**src/rtl/round_judge_pkg.sv**
```systemverilog
`timescale 1ns/1ps
// Shared definitions for the round judge: FSM state encoding and LFSR constants.
package round_judge_pkg;

   typedef enum logic [2:0] {
      ST_IDLE   = 3'd0,
      ST_ARM    = 3'd1,
      ST_LIGHT  = 3'd2,
      ST_REPORT = 3'd3,
      ST_HOLD   = 3'd4
   } judge_state_e;

   // Seed loaded on reset, and feedback taps for x^8+x^6+x^5+x^4+1.
   localparam logic [7:0] LFSR_SEED = 8'hA5;
   localparam logic [7:0] LFSR_TAPS = 8'hB8;

   // One Fibonacci step: shift left, feed the XOR of the tapped bits into bit 0.
   function automatic logic [7:0] lfsr_step(input logic [7:0] v);
      return {v[6:0], ^(v & LFSR_TAPS)};
   endfunction

endpackage

```
**src/rtl/round_judge_btn_sync.sv**
```systemverilog
`timescale 1ns/1ps
// Two-flop synchroniser for one raw pushbutton, plus a registered rising-edge pulse.
module round_judge_btn_sync (
   input  logic clk,
   input  logic rst,
   input  logic pb,
   output logic s2,
   output logic rise
);

   logic s1_q, s1_d;
   logic s2_q, s2_d;
   logic prev_q, prev_d;
   logic rise_q, rise_d;

   // Next values of the synchroniser chain and the edge detector.
   always_comb begin
      s1_d   = pb;
      s2_d   = s1_q;
      prev_d = s2_q;
      rise_d = s2_q & ~prev_q;
   end

   // Synchroniser and edge flops, cleared by the active-low synchronous reset.
   always_ff @(posedge clk) begin
      if (!rst) begin
         s1_q   <= 1'b0;
         s2_q   <= 1'b0;
         prev_q <= 1'b0;
         rise_q <= 1'b0;
      end else begin
         s1_q   <= s1_d;
         s2_q   <= s2_d;
         prev_q <= prev_d;
         rise_q <= rise_d;
      end
   end

   assign s2   = s2_q;
   assign rise = rise_q;

endmodule

```
**src/rtl/round_judge.sv**
```systemverilog
`timescale 1ns/1ps
// Round referee: random start-light delay, first-push detection, one winrnd pulse per round.
module round_judge
   import round_judge_pkg::*;
#(
   parameter logic [15:0] DELAY_MIN  = 16'd5000,
   parameter logic [7:0]  DELAY_MASK = 8'hFF,
   parameter logic [15:0] TIMEOUT    = 16'd40000,
   parameter logic [15:0] HOLD_CYC   = 16'd2000
) (
   input  logic clk,
   input  logic rst,
   input  logic pb_l,
   input  logic pb_r,
   input  logic game_over,
   output logic leds_on,
   output logic right,
   output logic winrnd
);

   logic s2_l, s2_r;
   logic rise_l, rise_r;
   logic tie, single;

   judge_state_e state_q, state_d;
   logic [15:0]  cnt_q, cnt_d;
   logic [7:0]   lfsr_q, lfsr_d;
   logic         leds_on_q, leds_on_d;
   logic         right_q, right_d;
   logic         winrnd_q, winrnd_d;

   round_judge_btn_sync u_sync_l (
      .clk  (clk),
      .rst  (rst),
      .pb   (pb_l),
      .s2   (s2_l),
      .rise (rise_l)
   );

   round_judge_btn_sync u_sync_r (
      .clk  (clk),
      .rst  (rst),
      .pb   (pb_r),
      .s2   (s2_r),
      .rise (rise_r)
   );

   assign tie    = rise_l & rise_r;
   assign single = rise_l ^ rise_r;

   // Next state, counter, LFSR and registered outputs; game_over overrides any push.
   always_comb begin
      state_d   = state_q;
      cnt_d     = cnt_q;
      lfsr_d    = lfsr_step(lfsr_q);
      leds_on_d = leds_on_q;
      right_d   = right_q;
      winrnd_d  = 1'b0;

      if (game_over) begin
         state_d   = ST_IDLE;
         leds_on_d = 1'b0;
      end else begin
         case (state_q)
            ST_IDLE: begin
               leds_on_d = 1'b0;
               // Wait for both buttons released so a held button cannot start a round.
               if (!s2_l && !s2_r) begin
                  state_d = ST_ARM;
                  cnt_d   = DELAY_MIN + {8'h00, lfsr_q & DELAY_MASK};
               end
            end
            ST_ARM: begin
               leds_on_d = 1'b0;
               cnt_d     = cnt_q - 16'd1;
               if (tie) begin
                  state_d = ST_IDLE;
               end else if (single) begin
                  state_d  = ST_REPORT;
                  winrnd_d = 1'b1;
                  right_d  = rise_r;
               end else if (cnt_q <= 16'd1) begin
                  state_d   = ST_LIGHT;
                  leds_on_d = 1'b1;
                  cnt_d     = TIMEOUT;
               end
            end
            ST_LIGHT: begin
               leds_on_d = 1'b1;
               cnt_d     = cnt_q - 16'd1;
               if (tie) begin
                  state_d   = ST_IDLE;
                  leds_on_d = 1'b0;
               end else if (single) begin
                  state_d  = ST_REPORT;
                  winrnd_d = 1'b1;
                  right_d  = rise_r;
               end else if (cnt_q <= 16'd1) begin
                  state_d   = ST_IDLE;
                  leds_on_d = 1'b0;
               end
            end
            ST_REPORT: begin
               leds_on_d = 1'b0;
               cnt_d     = HOLD_CYC;
               state_d   = ST_HOLD;
            end
            ST_HOLD: begin
               cnt_d = cnt_q - 16'd1;
               if (cnt_q <= 16'd1) begin
                  state_d = ST_IDLE;
               end
            end
            default: begin
               state_d   = ST_IDLE;
               leds_on_d = 1'b0;
            end
         endcase
      end
   end

   // State, counter, LFSR and output registers with active-low synchronous reset.
   always_ff @(posedge clk) begin
      if (!rst) begin
         state_q   <= ST_IDLE;
         cnt_q     <= '0;
         lfsr_q    <= LFSR_SEED;
         leds_on_q <= 1'b0;
         right_q   <= 1'b0;
         winrnd_q  <= 1'b0;
      end else begin
         state_q   <= state_d;
         cnt_q     <= cnt_d;
         lfsr_q    <= lfsr_d;
         leds_on_q <= leds_on_d;
         right_q   <= right_d;
         winrnd_q  <= winrnd_d;
      end
   end

   assign leds_on = leds_on_q;
   assign right   = right_q;
   assign winrnd  = winrnd_q;

endmodule

```
**config.mk**
```make
export PLATFORM = sky130hd
export DESIGN_NAME = round_judge
export DESIGN_NICKNAME = d
export VERILOG_FILES = /design/src/rtl/round_judge_pkg.sv /design/src/rtl/round_judge_btn_sync.sv /design/src/rtl/round_judge.sv
export SDC_FILE = /design/constraint.sdc
export NUM_CORES = 1
export LEC_CHECK = 0
export BUFFER_PORTS_ARGS = -buffer_cell sky130_fd_sc_hd__buf_2
export CAP_MARGIN = 0
export CORE_MARGIN = 4
export CORE_UTILIZATION = 35
export CTS_CLUSTER_SIZE = 25
export DETAILED_ROUTE_END_ITERATION = 10
export PLACE_DENSITY_LB_ADDON = 0.15
export SYNTH_ARGS = -nofsm -noshare
export SYNTH_HDL_FRONTEND = slang
export SYNTH_HIERARCHICAL = 1
export SYNTH_SLANG_ARGS = --single-unit
```
**constraint.sdc**
```tcl
create_clock -name clk -period 2.7 [get_ports clk]
set_input_delay 0.675 -clock clk [delete_from_list [all_inputs] [get_ports clk]]
set_output_delay 0.675 -clock clk [all_outputs]
set_load 0.005 [all_outputs]
```
==> flow_summary.json, run 1 <==
{
  "outcome": "finished, final reports clean",
  "cts-root-buf": "clkbuf_8",
  "maxCapViolCount": 0,
  "relSlewSlack_pct": 55.2,
  "initial_core_util_pct": 36.3,
  "dp_hpwl_mm": 3.66,
  "clock-sinks": 38,
  "syn_inst": 252,
  "io_buffers": 7,
  "antenna_found_initial": 0,
  "drt-vias-per-instance": 5.49,
  "synth_area_sq_mm": 0.00215,
  "crit_type": "reg2reg",
  "post-place-ws_ns": 0.454,
  "multi_input_area_sq_mm": 0.00126,
  "postRouteAntennaNets": 0,
  "report.final.slew_viol_count": 0,
  "dieHeight_um": 86.3,
  "arrival_ns": 2.36,
  "grt_use_total_pct": 14.9,
  "first_pass_iters": 4,
  "fillCellCount": 621,
  "ioPinCount": 8,
  "whs_path_depth": 1,
  "htreeDepth": 2,
  "drive_gt1_share_pct": 14.3,
  "core_area_sq_mm": 0.00592,
  "clock.fmax_ghz": 0.463,
  "grt_pass1_wl_mm": 8.84,
  "final-hold-violation-count": 0,
  "route.detailed.drc": 0,
  "grt_pass1_vias": 1772,
  "end_kind": "flop",
  "nets": 268,
  "area_delta_synth_final_pct": 7.69,
  "required_ns": 2.90,
  "drt-total-wl_mm": 5.14,
  "yosys_register_bits": 38,
  "fin_ws_ns": 0.542,
  "final-setup-viol-count": 0,
  "synth_edf_count": 0,
  "period_share_pct": 79.9,
  "n_antenna_cell": 0,
  "detail_route.wl_per_cell_um": 15.4,
  "hold_buffers": 0,
  "overflow": 0,
  "vdd_drop_max_v": 0.000337,
  "place.gp.congestion": 0.802,
  "cts_setup_buffers": 0,
  "crit_fanout": 14,
  "startpoint_type": "flop",
  "synth_area_per_cell_sq_um": 8.52,
  "drt_iter0_drc": 157,
  "clk_pin_slew_ns": 0.08,
  "powerDensity_mw_per_mm2": 592,
  "regArea_sq_um": 761,
  "p_leak_uw": 0.000853,
  "rows": 28,
  "clk_latency_ns": 0.29,
  "dieArea_sq_mm": 0.00745,
  "tns_ns": 0,
  "worstMarginPinSlew_ns": 0.666,
  "yosysWarningCount": 6,
  "synth_ff_type": "dfxtp_1",
  "skew_ns": 0.0113,
  "async_flop_share_pct": 0,
  "min_period_ns": 2.16,
  "dieWidth_um": 86.3,
  "grt_max_degree": 37,
  "cts.repair.resized": 0,
  "vias": 1828,
  "synthesis.nets": 263,
  "clk_path_buf_depth": 2,
  "whs_ns": 0.443,
  "synth.yosys.seq_area_share_pct": 35.4,
  "r2r_cells": 6,
  "ys_types": 59,
  "rsz0062_at_grt": "no",
  "cts_tree": "yes",
  "hold_class": "reg2reg",
  "cts_buffers": 5
}
[worst max-delay path, stage by stage (launching register included)]
cell and delay, ns:
dfxtp_1 0.61, inv_1 0.16, or3_1 0.43, a21oi_2 0.26, buf_4 0.23, o21ai_1 0.09
a221oi_1 0.27
[stage by stage]
step / power (uW) / util (%) / area, sq um / instances
after floorplan: 883 / - / 2150 / 252
after global placement: 957 / 37.4 / 2220 / 325
after detailed placement: 956 / 37.4 / 2220 / 325
after CTS: 1380 / 39.1 / 2310 / 333
after global routing: 1450 / 39.1 / 2310 / 333
final: 1370 / 39.1 / 2310 / 333
[where the power goes]
part / switching [uW] / internal [uW]
sequential: 45.2 / 597
clock: 216 / 206
combinational: 181 / 124
[layer usage]
| layer | global-route usage, % | vias up | routed length [um] |
|---|---|---|---|
| li1 | - | 932 | - |
| met1 | 21.2 | 865 | 2560 |
| met3 | 2.85 | 7 | 181 |
| met2 | 22.3 | 24 | 2330 |
| met4 | 5.67 | 0 | 72 |
| met5 | 0 | - | 0 |
[cells by family after synthesis]
logic type      Yosys count  share of synthesized area (%)
fa+ha+maj                 6                           3.50
mux                       2                          0.932
buf+inv                  24                           6.06
simple gates            102                           26.6
flops                    38                           35.4
xor+xnor                 10                           4.08
compound gates           70                           23.4
[registers in the layout, summed over array words and instances, names as in the netlist]
name / flops
cnt_q: 16
lfsr_q: 8
state_q: 3
leds_on: 1
right: 1
u_sync_l/prev_q: 1
u_sync_l/rise: 1
u_sync_l/s1_q: 1
u_sync_l/s2: 1
u_sync_r/prev_q: 1
u_sync_r/rise: 1
u_sync_r/s1_q: 1
u_sync_r/s2: 1
winrnd: 1
[synthesized netlist by cell type, types with 3 or more instances]
cell type | count | area, sq um
ha_1 | 6 | 75.1
o22ai_1 | 3 | 18.8
nand4_1 | 3 | 18.8
and2_2 | 6 | 45.0
xor2_1 | 5 | 43.8
or4_1 | 4 | 30.0
xnor2_1 | 5 | 43.8
nand2_1 | 21 | 78.8
nand3_1 | 11 | 55.1
nand2b_1 | 6 | 37.5
dfxtp_1 | 38 | 761
clkbuf_1 | 5 | 18.8
o311ai_0 | 3 | 26.3
a21oi_1 | 9 | 45.0
o21ai_0 | 12 | 60.1
nor2_1 | 19 | 71.3
a31oi_1 | 10 | 62.6
nor3_1 | 7 | 35.0
buf_6 | 4 | 45.0
o31ai_1 | 3 | 22.5
o211ai_1 | 3 | 22.5
and2_1 | 5 | 31.3
or3_1 | 3 | 18.8
a2bb2oi_1 | 3 | 26.3
inv_1 | 11 | 41.3
[placed cells by master, fill, tap and decap left out, drive strengths merged, types with 5 or more instances in the layout]
master / Yosys / layout
dfxtp: 38 / 38
xor2: 5 / 5
xnor2: 5 / 5
buf: 7 / 11
ha: 6 / 6
nand3: 11 / 11
nand2: 21 / 21
nor3: 7 / 7
a31oi: 10 / 10
clkbuf: 6 / 6
inv: 11 / 11
a21oi: 10 / 10
and2: 12 / 12
nor2: 19 / 19
o21ai: 14 / 14
nand2b: 6 / 6
[area by class of cell]
type | count | area share [%]
sequential | 38 | 32.9
tap | 75 | 4.06
inverter | 11 | 1.79
clock inverter | 2 | 0.541
clock buffer | 6 | 3.57
multi-input combinational | 190 | 54.3
timing repair buffer | 11 | 2.81
[final timing paths]
kind                                    start     endpoint  slack (ns)
worst max-delay path               state_q[2]     cnt_q[6]        0.54
worst min-delay path            u_sync_l/s1_q  u_sync_l/s2        0.44
worst max register to register     state_q[2]     cnt_q[6]        0.54
worst min register to register  u_sync_l/s1_q  u_sync_l/s2        0.44
No activity file was read; power rests on OpenSTA's default activity.
==> run 2, diff against run 1 <==
clock period = 1.8 ns   (was 2.7 ns; I/O delays follow)
==> run 2 against run 1 <==
Against the previous run:
- sequential share of layout area is 6.2 points lower
- power grew 87%
- global-route usage up 1.3 points
- combinational power is 130% higher
- first-iteration DRC count grew 30%
- sequential cell count unchanged
- critical endpoint unchanged
==> flow_summary.json, run 2 (synthesized netlist as in run 1, its figures left out) <==
{
  "dieWidth_um": 86.3,
  "rows": 28,
  "maxCapViolCount": 0,
  "dp_hpwl_mm": 4.13,
  "reg2reg_to": "cnt_q[6]",
  "initial_core_util_pct": 36.3,
  "whs_path_depth": 2,
  "core_area_sq_mm": 0.00592,
  "nets": 321,
  "cts_buffers": 5,
  "grt_use_total_pct": 16.2,
  "io_buffers": 7,
  "htreeDepth": 2,
  "vias": 2035,
  "arrival_ns": 1.99,
  "dieArea_sq_mm": 0.00745,
  "crit-reg2reg-launch": "cnt_q[12]",
  "clk_pin_slew_ns": 0.08,
  "required_ns": 2.00,
  "route.detailed.drc": 0,
  "holdCritStartpoint": "pb_r",
  "final_common_cell": "buf_4",
  "period_share_pct": 99.2,
  "grt_pass1_vias": 1967,
  "fillCellCount": 564,
  "n_antenna_cell": 0,
  "final-hold-violation-count": 0,
  "worstMarginPinSlew_ns": 0.422,
  "drt_iter0_drc": 204,
  "whs_endpoint": "u_sync_r/s1_q",
  "postRouteAntennaNets": 0,
  "overflow": 0,
  "final_cell_mix": "53 x buf_4, 31 x dfxtp_1, 19 x nand2_1, 19 x nor2_1, 11 x o21ai_0",
  "drive_gt1_share_pct": 37.3,
  "hold_class": "in2reg",
  "crit_type": "reg2reg",
  "clock-sinks": 38,
  "outcome": "finished, final reports clean",
  "min_period_ns": 1.79,
  "power_uw": 2550,
  "startpoint_type": "flop",
  "regMostFlops": "cnt_q",
  "report.final.slew_viol_count": 0,
  "grt_pass1_wl_mm": 9.63,
  "dieHeight_um": 86.3,
  "ioPinCount": 8,
  "grt_max_degree": 38,
  "tns_ns": 0,
  "final-setup-viol-count": 0,
  "clk_latency_ns": 0.30,
  "powerDensity_mw_per_mm2": 885,
  "detail_route.wl_per_cell_um": 15.2,
  "drt-vias-per-instance": 5.27,
  "rsz0062_at_grt": "yes",
  "cts_tree": "yes",
  "area_delta_synth_final_pct": 34.4,
  "p_leak_uw": 0.00117,
  "end_kind": "flop",
  "crit_fanout": 7,
  "skew_ns": 0.00819,
  "largest_reg_flops": 16,
  "place.gp.congestion": 0.864,
  "clk_path_buf_depth": 2,
  "antenna_found_initial": 0,
  "relSlewSlack_pct": 71.8,
  "cts-root-buf": "clkbuf_8",
  "r2r_cells": 8,
  "first_pass_iters": 4,
  "drt-total-wl_mm": 5.87,
  "clock.fmax_ghz": 0.560,
  "largestRegisters": "cnt_q x16, lfsr_q x8, state_q x3",
  "vdd_drop_max_v": 0.000486,
  "r2r_slack_ns": 0.01
}
==> run 2: repair_timing <==
action / CTS / global route
cloned: 0 / 1
buffers inserted: 0 / 4
hold buffers: 0 / 0
gates resized for setup: 6 / 32
setup endpoints to repair: 6 / 17
pin swaps: 0 / 7
==> run 2: critical path: stages (launching register included) <==
cell	delay (ns)
dfxtp_2	0.33
nor4_2	0.26
buf_4	0.17
o2111ai_4	0.15
buf_4	0.18
o21ai_2	0.13
buf_6	0.15
o21ai_1	0.06
a221oi_1	0.26
==> run 2: worst max-delay path by stage <==
| stage | startpoint | endpoint | slack, ns | cells after the start |
|---|---|---|---|---|
| after floorplan | cnt_q[12] | cnt_q[9] | 0.007 | 5 |
| after global placement | cnt_q[12] | cnt_q[11] | -0.03 | 7 |
| after detailed placement | game_over | cnt_q[11] | -0.03 | 6 |
| after CTS | cnt_q[12] | cnt_q[9] | -0.002 | 6 |
| after global routing | cnt_q[12] | cnt_q[6] | -0.09 | 8 |
| final | cnt_q[12] | cnt_q[6] | 0.01 | 8 |
==> run 2: per-stage QoR <==
stage,hold WS [ns],setup WS (ns),cells,area [sq um],utilization [%]
6_report,0.369,0.0137,386,2890,48.7
5_1_grt,0.372,-0.0864,386,2890,48.7
4_1_cts,0.365,-0.00194,381,2740,46.2
3_5_place_dp,0.426,-0.0307,373,2580,43.5
3_3_place_gp,0.421,-0.0278,373,2580,43.5
2_1_floorplan,0.412,0.00654,252,2150,-
==> run 2: layer usage <==
layer	track usage (%)	up-vias	routed length [um]
met5	0	-	0
met4	6.09	0	111
met3	3.04	12	252
met2	23.2	33	2610
met1	24.0	954	2900
li1	-	1036	-
==> run 2: final cells by class <==
type	instances	area [sq um]	share of cell area [%]
Inverter	11	41.3	1.43
Tap cell	75	93.8	3.25
Sequential cell	38	769	26.7
Clock inverter	3	68.8	2.39
Multi-Input combinational cell	191	1380	47.7
Clock buffer	5	68.8	2.39
Timing Repair Buffer	63	467	16.2
==> run 2: power by group <==
| part | internal, uW | switching, uW | leakage [uW] |
|---|---|---|---|
| sequential | 897 | 54.0 | 0.000316 |
| clock | 556 | 340 | 0.0000683 |
| combinational | 346 | 361 | 0.000787 |
==> run 3, diff against run 2 <==
PLACE_DENSITY = 0.59   (was not set)
PLACE_DENSITY_LB_ADDON = not set   (was 0.15)
TNS_END_PERCENT = 50   (was not set)
==> run 3 against run 2 <==
Against the previous run:
- sequential power hardly changed
- maximum frequency is 0.31% lower
- combinational power is 5.4% lower
- power is 15% lower
- critical endpoint is now cnt_q[11]
==> flow_summary.json, run 3 (synthesized netlist as in run 1, its figures left out) <==
{
  "relSlewSlack_pct": 69.5,
  "period_share_pct": 99.6,
  "drt-vias-per-instance": 5.40,
  "cts_buffers": 5,
  "tns_ns": 0,
  "final-setup-viol-count": 0,
  "skew_ns": 0.00937,
  "cp_slowest_stage_delay_ns": 0.48,
  "clock.fmax_ghz": 0.558,
  "critPathSlowestCell": "or4_4",
  "postRouteAntennaNets": 0,
  "r2r_cells": 6,
  "htreeDepth": 2,
  "final_common_cell": "buf_4",
  "r2r_slack_ns": 0.008,
  "cts-root-buf": "clkbuf_8",
  "vias": 2032,
  "drive_gt1_share_pct": 34.2,
  "largestRegisters": "cnt_q x16, lfsr_q x8, state_q x3",
  "place.gp.congestion": 0.903,
  "nets": 312,
  "area_delta_synth_final_pct": 27.5,
  "power_uw": 2180,
  "whs_endpoint": "u_sync_l/s1_q",
  "outcome": "finished, final reports clean",
  "crit_start": "cnt_q[2]",
  "dieArea_sq_mm": 0.00745,
  "startpoint_type": "flop",
  "initial_core_util_pct": 36.3,
  "n_antenna_cell": 0,
  "grt_use_total_pct": 15.6,
  "drt-total-wl_mm": 5.73,
  "overflow": 0,
  "route.detailed.drc": 0,
  "cts_tree": "yes",
  "dp_cells": 367,
  "powerDensity_mw_per_mm2": 796,
  "holdCritStartpoint": "pb_l",
  "min_period_ns": 1.79,
  "reg2reg_to": "cnt_q[11]",
  "vdd_drop_max_v": 0.000285,
  "rsz0062_at_grt": "yes",
  "clk_pin_slew_ns": 0.08,
  "worstMarginPinSlew_ns": 0.456,
  "rows": 28,
  "whs_path_depth": 2,
  "final_cell_mix": "47 x buf_4, 33 x dfxtp_1, 19 x nand2_1, 19 x nor2_1, 12 x o21ai_0",
  "required_ns": 2.04,
  "grt_pass1_wl_mm": 9.34,
  "stdcell_count": 376,
  "regMostFlops": "cnt_q",
  "cp.buffers_inverters": 1,
  "drt_iter0_drc": 184,
  "post-place-ws_ns": -0.0191,
  "detail_route.wl_per_cell_um": 15.2,
  "grt_max_degree": 38,
  "first_pass_iters": 4,
  "grt_pass1_vias": 1938,
  "cp_cell_sequence": "nor4_4 -> o2111ai_4 -> buf_6 -> or4_4 -> o31ai_2 -> a21o_1",
  "crit_fanout": 5,
  "crit_type": "reg2reg",
  "core_area_sq_mm": 0.00592,
  "arrival_ns": 2.03,
  "report.final.slew_viol_count": 0,
  "antenna_found_initial": 0,
  "crit_family": "simple AND/OR/NAND/NOR gates",
  "crit-reg2reg-launch": "cnt_q[2]",
  "hold_class": "in2reg",
  "clk_latency_ns": 0.29,
  "dieHeight_um": 86.3,
  "final-hold-violation-count": 0,
  "fin_ws_ns": 0.00808,
  "largest_reg_flops": 16,
  "end_kind": "flop",
  "p_leak_uw": 0.00110,
  "dieWidth_um": 86.3,
  "io_buffers": 7,
  "clock-sinks": 38,
  "maxCapViolCount": 0,
  "clk_path_buf_depth": 2,
  "dp_hpwl_mm": 3.98,
  "ioPinCount": 8
}
## run 3: cell type report
type | instances | area, sq um
fillers | 593 | 3180
multi-input cells | 190 | 1360
repair buffers | 55 | 399
well taps | 75 | 93.8
inverters | 11 | 41.3
clock buffers | 5 | 68.8
flip-flops and latches | 38 | 767
clock inverters | 2 | 10.0
## run 3: per-layer routing
layer,share of wire (%),global-route usage [%],vias up
li1,-,-,1012
met1,48,22.2,976
met2,47,24.2,35
met3,4.1,3.14,9
met4,1.5,3.82,0
met5,0,0,-
## run 3: worst max path at each step
stage / slack, ns / end / cells past startpoint
finish: 0.008 / cnt_q[11] / 6
global route: -0.07 / cnt_q[11] / 7
CTS: -0.02 / cnt_q[11] / 6
detailed placement: -0.02 / cnt_q[11] / 6
global placement: -0.002 / cnt_q[11] / 6
floorplan: 0.007 / cnt_q[9] / 5
## run 3: timing repair
| item | CTS | global route |
|---|---|---|
| pin swaps | 0 | 8 |
| setup buffers | 0 | 2 |
| hold buffers | 0 | 0 |
| endpoints found under the setup margin | 3 | 16 |
| gates resized for setup | 1 | 28 |
## run 3: where the power goes
part | switching (uW) | internal [uW]
clock | 299 | 260
combinational | 342 | 327
sequential | 55.2 | 897
## run 3: metrics by stage
| stage | util (%) | cell area, sq um | hold WS, ns |
|---|---|---|---|
| 2_1_floorplan | - | 2150 | 0.412 |
| 3_3_place_gp | 42.8 | 2530 | 0.421 |
| 3_5_place_dp | 42.8 | 2530 | 0.431 |
| 4_1_cts | 44.1 | 2610 | 0.376 |
| 5_1_grt | 46.2 | 2740 | 0.374 |
| 6_report | 46.2 | 2740 | 0.383 |
## run 3: worst reg2reg max path, cell delays in order (launching register included)
cell and delay [ns]:
dfxtp_1 0.34, nor4_4 0.36, o2111ai_4 0.22, buf_6 0.16
or4_4 0.48, o31ai_2 0.07, a21o_1 0.10
